--- src/rtl/cr_prefix_fe_feeder_pkg.sv ---
// Shared types and helpers for the prefix feature-counter lane feeder.
package cr_prefixPKG;

  localparam int FE_BLK_BYTES = 1024;
  localparam int FE_NUM_BLKS  = 4;

  typedef enum logic [2:0] {
    ST_PASS,
    ST_REM,
    ST_DRAIN,
    ST_EODB,
    ST_DROP
  } fe_feeder_state_e;

  // Per-word slicing result against the space left in the current block.
  typedef struct packed {
    logic [3:0]  n;
    logic        fill;
    logic [7:0]  head_mask;
    logic [63:0] rem_data;
    logic [2:0]  rem_cnt;
  } fe_split_t;

  function automatic logic [7:0] fe_thermo(input logic [3:0] cnt);
    logic [7:0] m;
    for (int i = 0; i < 8; i++) m[i] = (4'(i) < cnt);
    return m;
  endfunction

  function automatic logic [63:0] fe_byte_mask(input logic [7:0] vb);
    logic [63:0] m;
    for (int i = 0; i < 8; i++) m[8*i +: 8] = {8{vb[i]}};
    return m;
  endfunction

endpackage

--- src/rtl/cr_prefix_fe_lane_split.sv ---
// Combinational word slicer: byte count, head lanes that fit the block, and
// the shifted-down remainder that spills into the next block.
module cr_prefix_fe_lane_split
  import cr_prefixPKG::*;
#(
  parameter int SPW = 11
) (
  input  logic [63:0]    data,
  input  logic [7:0]     vbytes,
  input  logic [SPW-1:0] space,
  output fe_split_t      split
);

  logic [3:0] n;
  logic [3:0] sp8;
  logic [3:0] take;

  always_comb begin
    n = '0;
    for (int i = 0; i < 8; i++) n = n + {3'b000, vbytes[i]};
  end

  // Space beyond one word never limits the head, so clip it to 8.
  assign sp8  = (space >= SPW'(8)) ? 4'd8 : space[3:0];
  assign take = (n < sp8) ? n : sp8;

  always_comb begin
    split           = '0;
    split.n         = n;
    split.fill      = (SPW'(n) >= space);
    split.head_mask = fe_thermo(take);
    split.rem_cnt   = (n > sp8) ? 3'(n - sp8) : 3'd0;
    split.rem_data  = data >> {sp8[2:0], 3'b000};
  end

endmodule

--- src/rtl/cr_prefix_fe_feeder.sv ---
// Re-slices a byte-valid word stream into 1 KB blocks for the match lanes.
// CR_PREFIX_FE_FEEDER_DRAIN_EN adds one idle cycle before every end-of-block.
module cr_prefix_fe_feeder
  import cr_prefixPKG::*;
#(
  parameter int BLK_BYTES = FE_BLK_BYTES,
  parameter int NUM_BLKS  = FE_NUM_BLKS
) (
  input  logic        clk,
  input  logic        rst,
  input  logic        in_valid,
  output logic        in_ready,
  input  logic [63:0] in_data,
  input  logic [7:0]  in_vbytes,
  input  logic        in_eof,
  output logic [63:0] fe_char_in,
  output logic [7:0]  fe_char_vbytes,
  output logic        fe_ctlr_eodb,
  output logic [1:0]  fe_sel_1k,
  output logic        frame_done,
  output logic        ovf
);

  localparam int         BW       = $clog2(BLK_BYTES) + 1;
  localparam logic [1:0] LAST_BLK = 2'(NUM_BLKS - 1);
`ifdef CR_PREFIX_FE_FEEDER_DRAIN_EN
  localparam fe_feeder_state_e CLOSE = ST_DRAIN;
`else
  localparam fe_feeder_state_e CLOSE = ST_EODB;
`endif

  fe_feeder_state_e state, state_n;
  logic [BW-1:0] bcnt, bcnt_n, space;
  logic [1:0]    blk, blk_n;
  logic          eof_seen, eof_n;
  logic [63:0]   hold, hold_n;
  logic [2:0]    hcnt, hcnt_n;
  logic [63:0]   char_n;
  logic [7:0]    vb_n;
  logic          eodb_n, done_n, ovf_n;
  logic [1:0]    sel_n;
  logic          accept;
  fe_split_t     split;

  assign space    = BW'(BLK_BYTES) - bcnt;
  assign in_ready = !rst && (state == ST_PASS || state == ST_DROP);
  assign accept   = in_valid && in_ready;

  cr_prefix_fe_lane_split #(.SPW(BW)) u_split (
    .data   (in_data),
    .vbytes (in_vbytes),
    .space  (space),
    .split  (split)
  );

  always_ff @(posedge clk or posedge rst) begin
    if (rst) state <= ST_PASS;
    else     state <= state_n;
  end

  always_comb begin
    state_n = state;
    bcnt_n  = bcnt;
    blk_n   = blk;
    eof_n   = eof_seen;
    hold_n  = hold;
    hcnt_n  = hcnt;
    char_n  = '0;
    vb_n    = '0;
    eodb_n  = 1'b0;
    done_n  = 1'b0;
    ovf_n   = 1'b0;
    sel_n   = blk;
    case (state)
      ST_PASS: begin
        if (accept) begin
          char_n = in_data & fe_byte_mask(split.head_mask);
          vb_n   = split.head_mask;
          if (!split.fill) begin
            bcnt_n = bcnt + BW'(split.n);
            if (in_eof) begin
              eof_n   = 1'b1;
              state_n = CLOSE;
            end
          end else begin
            // Block is full; any overhang waits in hold for the next block.
            bcnt_n  = '0;
            eof_n   = in_eof;
            hold_n  = split.rem_data;
            hcnt_n  = split.rem_cnt;
            state_n = CLOSE;
          end
        end
      end
      ST_REM: begin
        char_n  = hold & fe_byte_mask(fe_thermo({1'b0, hcnt}));
        vb_n    = fe_thermo({1'b0, hcnt});
        bcnt_n  = BW'(hcnt);
        hcnt_n  = '0;
        state_n = eof_seen ? CLOSE : ST_PASS;
      end
`ifdef CR_PREFIX_FE_FEEDER_DRAIN_EN
      ST_DRAIN: state_n = ST_EODB;
`endif
      ST_EODB: begin
        eodb_n = 1'b1;
        bcnt_n = '0;
        if (eof_seen && hcnt == 3'd0) begin
          done_n  = 1'b1;
          blk_n   = '0;
          eof_n   = 1'b0;
          state_n = ST_PASS;
        end else if (blk == LAST_BLK) begin
          // No slot left: whatever remains of the frame is discarded.
          ovf_n  = 1'b1;
          hcnt_n = '0;
          if (eof_seen) begin
            blk_n   = '0;
            eof_n   = 1'b0;
            state_n = ST_PASS;
          end else begin
            state_n = ST_DROP;
          end
        end else begin
          blk_n   = blk + 2'd1;
          state_n = (hcnt != 3'd0) ? ST_REM : ST_PASS;
        end
      end
      ST_DROP: begin
        if (accept && in_eof) begin
          blk_n   = '0;
          state_n = ST_PASS;
        end
      end
      default: state_n = ST_PASS;
    endcase
  end

  always_ff @(posedge clk or posedge rst) begin
    if (rst) begin
      bcnt           <= '0;
      blk            <= '0;
      eof_seen       <= 1'b0;
      hold           <= '0;
      hcnt           <= '0;
      fe_char_in     <= '0;
      fe_char_vbytes <= '0;
      fe_ctlr_eodb   <= 1'b0;
      fe_sel_1k      <= '0;
      frame_done     <= 1'b0;
      ovf            <= 1'b0;
    end else begin
      bcnt           <= bcnt_n;
      blk            <= blk_n;
      eof_seen       <= eof_n;
      hold           <= hold_n;
      hcnt           <= hcnt_n;
      fe_char_in     <= char_n;
      fe_char_vbytes <= vb_n;
      fe_ctlr_eodb   <= eodb_n;
      fe_sel_1k      <= sel_n;
      frame_done     <= done_n;
      ovf            <= ovf_n;
    end
  end

endmodule
--- config.mk ---
export PLATFORM = sky130hd
export DESIGN_NAME = cr_prefix_fe_feeder
export DESIGN_NICKNAME = d
export VERILOG_FILES = /design/src/rtl/cr_prefix_fe_feeder_pkg.sv /design/src/rtl/cr_prefix_fe_lane_split.sv /design/src/rtl/cr_prefix_fe_feeder.sv
export SDC_FILE = /design/constraint.sdc
export NUM_CORES = 1
export LEC_CHECK = 0
export ABC_CLOCK_PERIOD_IN_PS = 16300
export CAP_MARGIN = 20
export CORE_MARGIN = 10
export CORE_UTILIZATION = 50
export DETAILED_ROUTE_END_ITERATION = 16
export PLACE_DENSITY = 0.77
export SYNTH_ARGS = -nofsm -noshare
export SYNTH_HDL_FRONTEND = slang
export SYNTH_HIERARCHICAL = 1
export SYNTH_SLANG_ARGS = --single-unit
--- constraint.sdc ---
create_clock -name clk -period 16.3 [get_ports clk]
set_input_delay 3.26 -clock clk [delete_from_list [all_inputs] [get_ports clk]]
set_output_delay 3.26 -clock clk [all_outputs]
set_load 0.02 [all_outputs]
### Word level (Yosys, flattened, before mapping)

Index checks and enable logic that the tools add are counted.

| storage, ports and cells | value |
|---|---|
| flip-flop bits (word level) | 161 |
| word-level logic and storage cells | 117 |
| input bits | 76 |

| operators by class | value |
|---|---|
| add/subtract/negate cells | 11 |
| order comparisons | 19 |
| shift operators | 1 |
| multiplexer cells | 42 |
| bitwise gates (word level) | 2 |
| reduce and logical (&&, ||, !) cells | 18 |
| eq/ne operators | 12 |

Operator list:

| cell | number |
|---|---|
| $pmux 64 s2 | 1 |
| $and 64x56->64 | 1 |
| $and 64x64->64 | 1 |
| $mux 64 | 1 |
| $shr 64x6->64 | 1 |
| $mux 3 | 12 |
| $pmux 11 s3 | 1 |
| $add 4x1->4 | 6 |
| $mux 11 | 2 |
| $lt 3x4->1 const A | 4 |
| $pmux 8 s2 | 1 |
| $mux 1 | 12 |
| $pmux 3 s4 | 1 |
| $add 11x4->11 | 1 |
| $ge 11x4->1 const B | 1 |
| $ge 4x11->1 | 1 |
| $sub 11x11->11 const A | 1 |
| $mux 2 | 5 |
| $lt 3x3->1 const A | 3 |
| $pmux 3 s3 | 1 |
| $reduce_and 3->1 | 3 |
| $lt 1x4->1 const A | 2 |
| $lt 2x4->1 const A | 2 |
| $mux 4 | 2 |
| other kinds (27) | 39 |

### Depth between registers and ports, before layout

Gate-level depths: netlist of run 1.

| logic depth | value |
|---|---|
| depth after elaboration | 13 |
| mapped depth | 21 |
| gate-level depth less buffers | 18 |

### Hierarchy

Netlist of run 1, hierarchy kept.

By module, submodules not included:

| module | cells an instance | sequential area each (µm²) | area an instance (µm²) | instances |
|---|---|---|---|---|
| cr_prefix_fe_feeder | 465 | 3,828.7 | 6,219.7 | 1 |
| cr_prefix_fe_lane_split | 339 | 0.0 | 2,326.0 | 1 |

### Worst setup path before layout of run 1

OpenSTA, ideal clock, no wires.

| timing | value |
|---|---|
| kind | input to register |
| start point | input in_vbytes[0] |
| end point | register hcnt[0] |
| arrival time | 7.509 ns |
| required time | 16.178 ns |
| stages | 17 |
| setup slack | 8.669 ns |
| buffers on the path | 1 |
| path through | fa_1 inv_1 fa_1 fa_1 inv_1 ha_1 fa_1 ha_1 a21oi_1 maj3_1 nor2b_1 o211a_1 clkbuf_1 nor4bb_1 o31ai_1 o21bai_1 a32o_1 |

RTL lines:

| what | RTL line | RTL |
|---|---|---|
| start, declared | cr_prefix_fe_feeder.sv:14 | `input logic [7:0] in_vbytes,` |
| end signal, assigned | cr_prefix_fe_feeder.sv:157 | `hcnt <= hcnt_n;` |
| end, declared | cr_prefix_fe_feeder.sv:37 | `logic [2:0] hcnt, hcnt_n;` |

==> impl_metrics.env, run 1 <==
export IMPL_syn_inst=796
export IMPL_crit_fanout=57
export IMPL_critPathLaunchType="input port"
export IMPL_dr_pass1_iters=8
export IMPL_viasPerCell=6.06
export IMPL_first_global_vias=6873
export IMPL_max_freq_mhz=120
export IMPL_nFillCells=1309
export IMPL_cp_common_cell="fa_1"
export IMPL_cp_slowest_cell="nand3_4"
export IMPL_ir_drop_v=0.0000982
export IMPL_place_ws_ns=7.49
export IMPL_die_area_um2=22600
export IMPL_grt_max_degree=84
export IMPL_synth_area_um2=8500
export IMPL_drc=0
export IMPL_fin_ws_ns=7.94
export IMPL_finalWirelength_um=25800
export IMPL_p_leak_uw=0.00498
export IMPL_diodes=0
export IMPL_drive_gt1_share_pct=13.6
export IMPL_root_buffer="clkbuf_16"
export IMPL_gp_congestion=0.983
export IMPL_yosysWarningCount=6
export IMPL_grt_usage_pct=22.6
export IMPL_fin_skew_ns=0.0110
export IMPL_cts_num_sinks=153
export IMPL_crit_arrival_ns=8.66
export IMPL_hold_buffers=0
export IMPL_syn_area_per_cell_um2=10.7
export IMPL_rsz0062_at_grt="false"
export IMPL_hold_viol_final=0
export IMPL_clock_latency_ns=0.43
export IMPL_start_util_pct=51.0
export IMPL_slew_viol_final=0
export IMPL_cts_buffers=17
export IMPL_powerDensity_nw_per_um2=120
export IMPL_first_iter_violations=837
export IMPL_path_class="in2reg"
export IMPL_syn_nets=893
export IMPL_die_x_um=150
export IMPL_antenna_found_initial=0
export IMPL_die_h_um=150
export IMPL_status="finished clean"
export IMPL_fin_cells=1151
export IMPL_io_pins=154
export IMPL_crit_chain="clkdlybuf4s50_1, fa_1, inv_1, fa_1, fa_1, inv_1, ha_1, fa_1, ha_1, a21oi_1, maj3_1, nor2b_1, o211a_1, nand3_4, mux2_2"
export IMPL_wl_per_cell_um=22.4
export IMPL_tightest_slew_ns=1.16
export IMPL_area_growth_pct=26.3
export IMPL_rows=47
export IMPL_ant_nets=0
export IMPL_grt_pass1_wl_um=39900
export IMPL_max_cap_viol_count=0
export IMPL_place_inst=1119
export IMPL_required_ns=16.60
export IMPL_setup_viol=0
export IMPL_port_buffers=153
export IMPL_cp_end_kind="flop"
export IMPL_seq_area_um2=3830
export IMPL_hp_class="reg2reg"
export IMPL_htreeDepth=4
export IMPL_overflow=0
export IMPL_vias=6975
export IMPL_clk_pin_slew_ns=0.06
export IMPL_cts_tree="done"
export IMPL_place_hpwl_um=18400
export IMPL_period_share_pct=51.3
export IMPL_cts_path_max_buffers=2
export IMPL_cp_slowest_stage_delay_ns=0.69
export IMPL_fin_crit_ns=8.36
export IMPL_core_um2=16600
export IMPL_finalNetCount=1016
export IMPL_worstHoldPathCells=0
export IMPL_relSlewSlack_pct=22.7
export IMPL_ctsResizeCount=0
export IMPL_cts_setup_buffers=0
export IMPL_fin_setup_tns_ns=0
export IMPL_reg2regPathDepth=18
export IMPL_multi_input_area_um2=4320
==> area by class of cell <==
type / count / share of cell area, %
Multi-Input combinational cell: 561 / 40.3
Clock buffer: 22 / 4.33
Inverter: 27 / 1.00
Timing Repair Buffer: 159 / 14.9
Clock inverter: 9 / 1.29
Tap cell: 220 / 2.57
Sequential cell: 153 / 35.7
==> report_power, final <==
| part | leakage (µW) | total (µW) | switching (µW) | internal [µW] |
|---|---|---|---|---|
| registers | 0.00209 | 458 | 41.6 | 417 |
| clock network | 0.000295 | 405 | 155 | 250 |
| logic | 0.00259 | 430 | 251 | 178 |
==> sequential cells by signal (all words and copies together) (netlist names) <==
name and count:
bcnt 11, blk 2, eof_seen 1, fe_char_in 64, fe_char_vbytes 8, fe_ctlr_eodb 1, fe_sel_1k 2, frame_done 1
hcnt 3, hold 56, ovf 1, state 3
==> metal layers <==
metal	wire, µm	GRT usage, %
met1	11800	32.7
met2	11000	32.3
met3	2480	5.94
met4	512	6.90
met5	0	0
==> final timing paths <==
kind / end / slack [ns] / startpoint
max: hold[50] / 7.94 / in_vbytes[0]
min: fe_sel_1k[1] / 0.40 / blk[1]
max reg2reg: fe_char_in[54] / 9.85 / bcnt[0]
min reg2reg: fe_sel_1k[1] / 0.40 / blk[1]
max in group asynchronous: hold[47] / 11.83 / rst
min in group asynchronous: state[1] / 3.44 / rst
==> cell usage in the layout (no fill, tap or decap), types with 6 or more instances in the layout <==
| cell | count |
|---|---|
| a222oi_1 | 6 |
| inv_1 | 24 |
| o21a_1 | 18 |
| clkbuf_16 | 17 |
| clkdlybuf4s50_1 | 153 |
| nor3_1 | 7 |
| a22o_1 | 58 |
| mux2_2 | 62 |
| fa_1 | 6 |
| nand2_1 | 53 |
| a21oi_1 | 18 |
| o21ai_0 | 40 |
| a31oi_1 | 9 |
| mux2i_1 | 55 |
| ha_1 | 15 |
| nand3_1 | 30 |
| and2_1 | 19 |
| or2_2 | 10 |
| nor2_1 | 39 |
| dfrtp_1 | 153 |
| and3_1 | 18 |
| xnor2_1 | 8 |
==> through the flow <==
stage                     hold WS, ns  instance area, µm²  util (%)  total power, µW
after floorplan                 0.378                8500         -              737
after global placement          0.393               10100      60.7              877
after detailed placement        0.393               10100      60.7              885
after CTS                       0.407               10700      64.3             1290
after global routing            0.433               10700      64.5             1360
final                           0.403               10700      64.5             1290
==> critical path: cells and delay by family <==
kind	cells	cell delay (ns)
AND/OR/NAND/NOR	2	0.80
AO/OA/AOI/OAI	2	0.45
buffers and inverters	3	0.53
adder cells (fa/ha/maj)	7	2.97
multiplexers	1	0.56
No activity file was read; power rests on OpenSTA's default activity.
==> run 2: changes to the inputs <==
Settings changed: ABC_CLOCK_PERIOD_IN_PS 16300 to 7600, CORE_UTILIZATION 50 to 48.
Clock period 16.3 ns to 7.6 ns, I/O delays scaled along.
==> impl_metrics.env, run 2 (synthesized netlist as in run 1, its figures left out) <==
export IMPL_cts_setup_buffers=0
export IMPL_io_pins=154
export IMPL_hold_viol_final=0
export IMPL_powerDensity_nw_per_um2=260
export IMPL_max_freq_mhz=150
export IMPL_port_buffers=153
export IMPL_drive_gt1_share_pct=14.0
export IMPL_fin_ws_ns=0.938
export IMPL_wl_per_cell_um=22.3
export IMPL_critPathLaunchType="input port"
export IMPL_crit_fanout=40
export IMPL_cp_end_kind="flop"
export IMPL_crit_arrival_ns=6.97
export IMPL_place_ws_ns=0.576
export IMPL_period_share_pct=87.7
export IMPL_setup_viol=0
export IMPL_die_area_um2=23400
export IMPL_swShare_pct=35.3
export IMPL_cts_path_max_buffers=2
export IMPL_root_buffer="clkbuf_16"
export IMPL_die_x_um=153
export IMPL_clock_latency_ns=0.43
export IMPL_ir_drop_v=0.000176
export IMPL_cts_buffers=17
export IMPL_power_internal_uw=1810
export IMPL_area_growth_pct=26.7
export IMPL_final_cell_mix="dfrtp_1 (153), clkdlybuf4s50_1 (153), mux2_2 (62)"
export IMPL_finalWirelength_um=25900
export IMPL_gp_congestion=0.925
export IMPL_path_class="in2reg"
export IMPL_tightest_slew_ns=1.05
export IMPL_cts_tree="done"
export IMPL_start_util_pct=49.1
export IMPL_relSlewSlack_pct=29.8
export IMPL_clk_pin_slew_ns=0.06
export IMPL_grt_pass1_wl_um=40300
export IMPL_cts_num_sinks=153
export IMPL_vias=7080
export IMPL_dr_pass1_iters=6
export IMPL_fin_crit_ns=6.66
export IMPL_fin_setup_tns_ns=0
export IMPL_place_hpwl_um=18600
export IMPL_first_iter_violations=789
export IMPL_p_leak_uw=0.00499
export IMPL_rows=48
export IMPL_top_regs="fe_char_in x64, hold x56, bcnt x11"
export IMPL_hp_class="reg2reg"
export IMPL_ant_nets=0
export IMPL_final_core_util_pct=62.2
export IMPL_first_global_vias=6834
export IMPL_viasPerCell=6.09
export IMPL_antenna_found_initial=3
export IMPL_largest_reg_flops=64
export IMPL_htreeDepth=4
export IMPL_core_um2=17300
export IMPL_p_switching_uw=986
export IMPL_die_h_um=153
export IMPL_max_cap_viol_count=0
export IMPL_fin_skew_ns=0.00712
export IMPL_finalNetCount=1019
export IMPL_hold_ws_ns=0.418
export IMPL_ctsResizeCount=0
export IMPL_overflow=0
export IMPL_comb_power_share_pct=33.2
export IMPL_grt_max_degree=99
export IMPL_hold_buffers=0
export IMPL_rsz0062_at_grt="false"
export IMPL_drc=0
export IMPL_placed_cell_area_um2=10100
export IMPL_slew_viol_final=0
export IMPL_grt_usage_pct=21.5
export IMPL_largest_register="fe_char_in"
export IMPL_pwr_share_clk_pct=31.8
export IMPL_p_seq_share_pct=35.0
export IMPL_required_ns=7.91
export IMPL_final_area_um2=10800
export IMPL_status="finished clean"
-- run 2: final cells by class --
class,instances,area [µm²]
fill,1417,6540
multi-input combinational,561,4310
sequential,153,3830
timing repair buffer,162,1610
clock buffer,21,450
tap,225,282
clock inverter,11,161
inverter,27,108
antenna,3,7.51
-- run 2: power groups by stage --
| stage | clock network, µW | registers [µW] | logic, µW |
|---|---|---|---|
| floorplan | 0 | 1020 | 563 |
| global placement | 0 | 990 | 897 |
| detailed placement | 0 | 992 | 912 |
| CTS | 897 | 979 | 920 |
| global route | 934 | 992 | 1010 |
| finish | 889 | 980 | 928 |
-- run 2: worst max-delay path: stages --
cell and delay [ns]:
clkdlybuf4s50_1 0.43, fa_1 0.54, inv_1 0.05, fa_1 0.45
fa_1 0.49, inv_1 0.04, ha_1 0.19, fa_1 0.63
ha_1 0.37, a21oi_1 0.06, maj3_1 0.35, nor2b_1 0.12
o211a_1 0.43, nand3_2 0.56, buf_12 0.40, mux2_2 0.32
-- run 2: final timing paths --
check / startpoint / to / slack (ns) / cells after the start
hold / removal: blk[1] / fe_sel_1k[1] / 0.42 / 0
setup reg to reg: bcnt[0] / fe_char_in[49] / 2.38 / 19
setup / recovery: in_vbytes[0] / hold[21] / 0.94 / 16
hold reg to reg: blk[1] / fe_sel_1k[1] / 0.42 / 0
min in group asynchronous: rst / state[2] / 1.77 / 2
max in group asynchronous: rst / hold[13] / 4.61 / 3
-- run 2: through the flow --
stage / instances / total power (µW)
after global placement: 1127 / 1890
after floorplan: 796 / 1580
after CTS: 1159 / 2800
after detailed placement: 1127 / 1900
final: 1163 / 2800
after global routing: 1163 / 2930
-- run 2: per-layer routing --
metal  up-vias  GRT usage, %  wire length (µm)
met5         -             0                 0
met1      3453          30.5             11600
met3        48          7.01              2660
met2       395          29.5             11100
met4         0          7.81               556
li1       3184             -                 -
